--- config.mk ---
export PLATFORM = sky130hd
export DESIGN_NAME = flag_bank
export DESIGN_NICKNAME = d
export VERILOG_FILES = /design/src/rtl/flag_bank.sv
export SDC_FILE = /design/constraint.sdc
export NUM_CORES = 1
export LEC_CHECK = 0
export ABC_CLOCK_PERIOD_IN_PS = 1000
export CORE_MARGIN = 5
export CORE_UTILIZATION = 35
export CTS_CLUSTER_DIAMETER = 50
export CTS_CLUSTER_SIZE = 30
export DETAILED_ROUTE_END_ITERATION = 6
export PLACE_DENSITY = 0.77
export REMOVE_ABC_BUFFERS = 1
export SYNTH_ARGS = -nofsm -noshare
export SYNTH_HDL_FRONTEND = slang
export SYNTH_SLANG_ARGS = --single-unit
--- constraint.sdc ---
create_clock -name clk -period 1 [get_ports clk]
set_input_delay 0.15 -clock clk [delete_from_list [all_inputs] [get_ports clk]]
set_output_delay 0.15 -clock clk [all_outputs]
set_load 0.05 [all_outputs]
--- src/rtl/flag_bank.sv ---
// Bank of independent set/unset flags with edge pulses and any/all status.
// Optional per-flag watchdog auto-clear enabled by FLAG_BANK_TIMEOUT_EN.
module flag_bank #(
   parameter int unsigned           NFLAGS   = 4,
   parameter logic [NFLAGS-1:0]     SET_PRIO = {NFLAGS{1'b0}},
   parameter int unsigned           TIMEOUT  = 16
) (
   input  logic              clk,
   input  logic              rst,
   input  logic [NFLAGS-1:0] syn_set,
   input  logic [NFLAGS-1:0] syn_unset,
   output logic [NFLAGS-1:0] flags,
   output logic [NFLAGS-1:0] rise,
   output logic [NFLAGS-1:0] fall,
   output logic              any,
   output logic              all,
   output logic [NFLAGS-1:0] timeout
);

   logic [NFLAGS-1:0] flags_nxt;
   logic [NFLAGS-1:0] timeout_nxt;

`ifdef FLAG_BANK_TIMEOUT_EN
   localparam int unsigned CW = $clog2(TIMEOUT + 1);

   logic [CW-1:0] cnt_q   [NFLAGS];
   logic [CW-1:0] cnt_nxt [NFLAGS];
`endif

   // Request resolution and watchdog expiry; explicit requests beat expiry
   always_comb begin
      flags_nxt   = flags;
      timeout_nxt = '0;
      for (int i = 0; i < int'(NFLAGS); i++) begin
`ifdef FLAG_BANK_TIMEOUT_EN
         cnt_nxt[i] = '0;
`endif
         if (syn_set[i] && syn_unset[i]) begin
            flags_nxt[i] = SET_PRIO[i];
         end else if (syn_set[i]) begin
            flags_nxt[i] = 1'b1;
         end else if (syn_unset[i]) begin
            flags_nxt[i] = 1'b0;
         end
`ifdef FLAG_BANK_TIMEOUT_EN
         else if (flags[i]) begin
            if (cnt_q[i] == CW'(TIMEOUT - 1)) begin
               flags_nxt[i]   = 1'b0;
               timeout_nxt[i] = 1'b1;
            end else begin
               cnt_nxt[i] = cnt_q[i] + CW'(1);
            end
         end
`endif
      end
   end

   always_ff @(posedge clk) begin
      if (rst) begin
         flags   <= '0;
         rise    <= '0;
         fall    <= '0;
         timeout <= '0;
         any     <= 1'b0;
         all     <= 1'b0;
      end else begin
         flags   <= flags_nxt;
         rise    <= flags_nxt & ~flags;
         fall    <= ~flags_nxt & flags;
         timeout <= timeout_nxt;
         any     <= |flags_nxt;
         all     <= &flags_nxt;
      end
   end

`ifdef FLAG_BANK_TIMEOUT_EN
   always_ff @(posedge clk) begin
      for (int i = 0; i < int'(NFLAGS); i++) begin
         if (rst) cnt_q[i] <= '0;
         else     cnt_q[i] <= cnt_nxt[i];
      end
   end
`endif

endmodule

# Word-level counts from Yosys, hierarchy flattened

Index checks and enable logic that the tools add are counted.

Muxes and demuxes: 12
Reduce and logical (&&, ||, !) cells: 6
Bitwise logic cells: 4

Operator list:

| kind              | count |
|---|---|
| $mux 1            | 12 |
| $and 4x4->4       | 2 |
| $not 4->4         | 2 |
| $logic_and 1x1->1 | 4 |
| $reduce_and 4->1  | 1 |
| $reduce_or 4->1   | 1 |

Register bits: 14
Output and inout bits: 18
Bits of input ports: 10
Word-level logic and storage cells: 27

# Logic depth before layout (Yosys ltp)

Depth after elaboration: 5
Gate-level depth with buffers: 3

# Worst setup path after synthesis

Ideal clock, no wire load.

Path type: register -> register
From: register flags[3]
To: register all
Path buffers: 0
Required time: 913 ps
Slack: -183 ps
Clock period less this slack: 1183 ps
Stages on the path, launching flop included: 3
Library setup time: 87 ps
Data arrival time: 1096 ps
Cell sequence: dfxtp_1 > o21bai_4 > nor4b_4

Longest elaborated chain between the ends: 4

Ends and longest elaborated chain:

| item                   | RTL line | text |
|---|---|---|
| from (decl)            | 12       | `output logic [NFLAGS-1:0] flags,` |
| from (signal assigned) | 67       | `flags <= flags_nxt;` |
| $mux 1                 | 42       | `end else if (syn_unset[i]) begin` |
| $mux 1                 | 40       | `end else if (syn_set[i]) begin` |
| $mux 1                 | 38       | `if (syn_set[i] && syn_unset[i]) begin` |
| $reduce_and 4->1       | 72       | `all <= &flags_nxt;` |
| to (signal assigned)   | 72       |  |
| to (decl)              | 16       | `output logic all,` |

Every way passes these cells.
A chain may end at the register's enable or synchronous reset.

# Final worst setup path

From: register flags[0]
To: output port flags[0]

No word-level cell between the ends.

==> out/qor.csv <==
metric,value,unit
Sinks on Clock Net,14,
PwrDens,1260,nW/um^2
drt total wl,1.07,mm
"top cells by area, synth","dfxtp_1 (58%), o21bai_4 (7.8%), buf_4 (6.2%), nor2_1 (5.4%), nor4b_4 (4.9%)",
layout cells sized above 1,0.487,
met3 Usage GRT,0.0421,
routability cong.,0.735,
total power,1.23,mW
Setup Viol. Count Final,0,
row count,13,
register area share after synthesis,0.579,
met2 Use GR,0.201,
mapped cell area,484,um^2
count of different cell masters after synthesis,12,
via count,400,
diode count,0,
pin count of the biggest net entering global routing,8,
DR DRC count,0,
Hold EP,fall[0],
post-synth top area share,0.579,
CP Capture Type,primary output,
PortBufs,23,
"non-filler cells, final",91,
Nets,88,
Die Height,47.2,um
Clock Pin Slew Worst Setup and Hold Paths,0.08,ns
Worst R2R Path Depth,4,
vias in the first global route,382,
Mapped Cells,42,
R2R Setup Slk,0.05,ns
WP data required,0.85,ns
Startpoint Class,flop,
post-detailed-route count of antenna-violating nets,0,
TritonCTS Buffers,3,
Inst Count DP,85,
H-tree levels,1,
CTS tree,done,
worst min-delay path class,primary input to flop,
RR Startpoint,flags[2],
WL/cell,11.7,um
LEAKAGE,0.404,nW
DP HPWL,889,um
Die Wd,47.2,um
initial antenna violation count,0,
CP max FO,2,
status,completed,
min-delay src,syn_unset[0],
core footprint,1300,um^2
CTS max path bufs,2,
clock root buffer,clkbuf_4,
most crowded layer after global routing,met2,
final hold violations,0,
die footprint,2230,um^2
met1 Resource Use GR,0.110,
first-pass GRT wire length,1.64,mm
Placement Setup Slack,-0.146,ns
critical path class,flop to primary output,
"Slew Viols, Final",0,
Post-Route Skew,0.00939,ns
VDD IR max,960,uV
Total GRT Usage,0.106,
Hold Crit Depth,3,
first-iteration detailed-routing DRC count,0,
period utilisation layout,0.994,
Arrival @ worst endpoint,0.84,ns
synth warn,0,
# Max-Cap Violations,0,
"area leader, netlist",dfxtp_1,
Pre-antenna DRT Iters,1,
final worst setup slack,0.00637,ns
syn avg cell area,11.5,um^2
# IOs,28,
Syn-to-layout area delta,102,%
Period minus WS final,0.994,ns
global route overflow,0,
hold slack,0.450,ns
Vias/cell,4.40,
RSZ-0062 raised after global routing,yes,
Initial Util,0.372,
synthesized flop and latch total,14,
Fmax,1010,MHz
Reg-to-Reg End,all,
clock latency on the worst-skew pair,0.26,ns
==> cell usage in the layout (no fill, tap or decap) <==
| master | instances |
|---|---|
| buf_12 | 14 |
| dfxtp_1 | 10 |
| clkdlybuf4s50_1 | 9 |
| buf_4 | 8 |
| nor2_1 | 7 |
| o21bai_4 | 4 |
| nor3_1 | 4 |
| nand2_1 | 4 |
| conb_1 | 4 |
| clkbuf_4 | 3 |
| dfxtp_2 | 3 |
| buf_6 | 2 |
| a41oi_1 | 1 |
| nor2_4 | 1 |
| nor4b_4 | 1 |
| dfxtp_4 | 1 |
==> repair_timing <==
item / in CTS / in global routing
buffers inserted: 5 / 0
hold buffers: 0 / 0
hold endpoints to repair: 0 / 0
pin swaps: 0 / 1
resized for setup: 7 / 2
setup endpoints to repair: 4 / 3
==> report_power, final <==
| part | leakage, nW | switching [mW] | internal (mW) |
|---|---|---|---|
| registers | 0.116 | 0.0195 | 0.580 |
| clock network | 0.0138 | 0.152 | 0.139 |
| logic | 0.273 | 0.175 | 0.166 |
| total | 0.404 | 0.346 | 0.884 |
==> per-stage QoR <==
stage               area (um^2)  utilization   TNS, ns
global placement            902        0.693    -0.696
detailed placement          902        0.693     -1.07
floorplan                   460            -    -0.478
global route                977        0.751   -0.0723
finish                      977        0.751         0
CTS                         962        0.739  -0.00272
==> per-layer routing <==
layer / vias to the layer above / part of all wire
li1: 201 / -
met1: 178 / 0.36
met2: 21 / 0.51
met3: 0 / 0.13
met4: 0 / 0
met5: - / 0
==> registers in the layout, summed over array words and instances, names as in the netlist <==
signal  cells
rise        4
fall        4
any         1
all         1
flags       4
==> logic make-up (layout without fill, tap and decap cells) <==
group                  after synthesis  in the layout  synth area share
buffers and inverters                5             36            0.0723
other                                1              4           0.00774
AOI/OAI and AO/OA                    5              5             0.142
and+or+nand+nor                     17             17             0.199
DFF                                 14             14             0.579
==> cell usage after synthesis, drive strengths merged <==
cell type	number
nor2	8
nor4b	1
buf	5
nand2	4
conb	1
dfxtp	14
nor3	4
a41oi	1
o21bai	4
==> cell type report <==
type | count | area, um^2
fill | 85 | 324
multi-input combinational | 26 | 195
tap | 15 | 18.8
timing repair buffer | 33 | 453
sequential | 14 | 288
clock buffer | 3 | 22.5
==> how the worst max path moves through the flow <==
stage / startpoint / endpoint / slack [ns] / depth (start not counted)
after floorplan: flags[3] / all / -0.18 / 2
after detailed placement: syn_unset[1] / any / -0.15 / 3
final: flags[0] / flags[0] / 0.006 / 2
after global routing: flags[0] / flags[0] / -0.04 / 2
after CTS: flags[0] / flags[0] / -0.003 / 2
after global placement: syn_unset[0] / all / -0.12 / 3
==> worst max-delay path: stages, from the launching register on <==
cell and delay (ns):
dfxtp_2 0.33, buf_6 0.11, buf_12 0.14
Power figures use the tool's default switching activity.
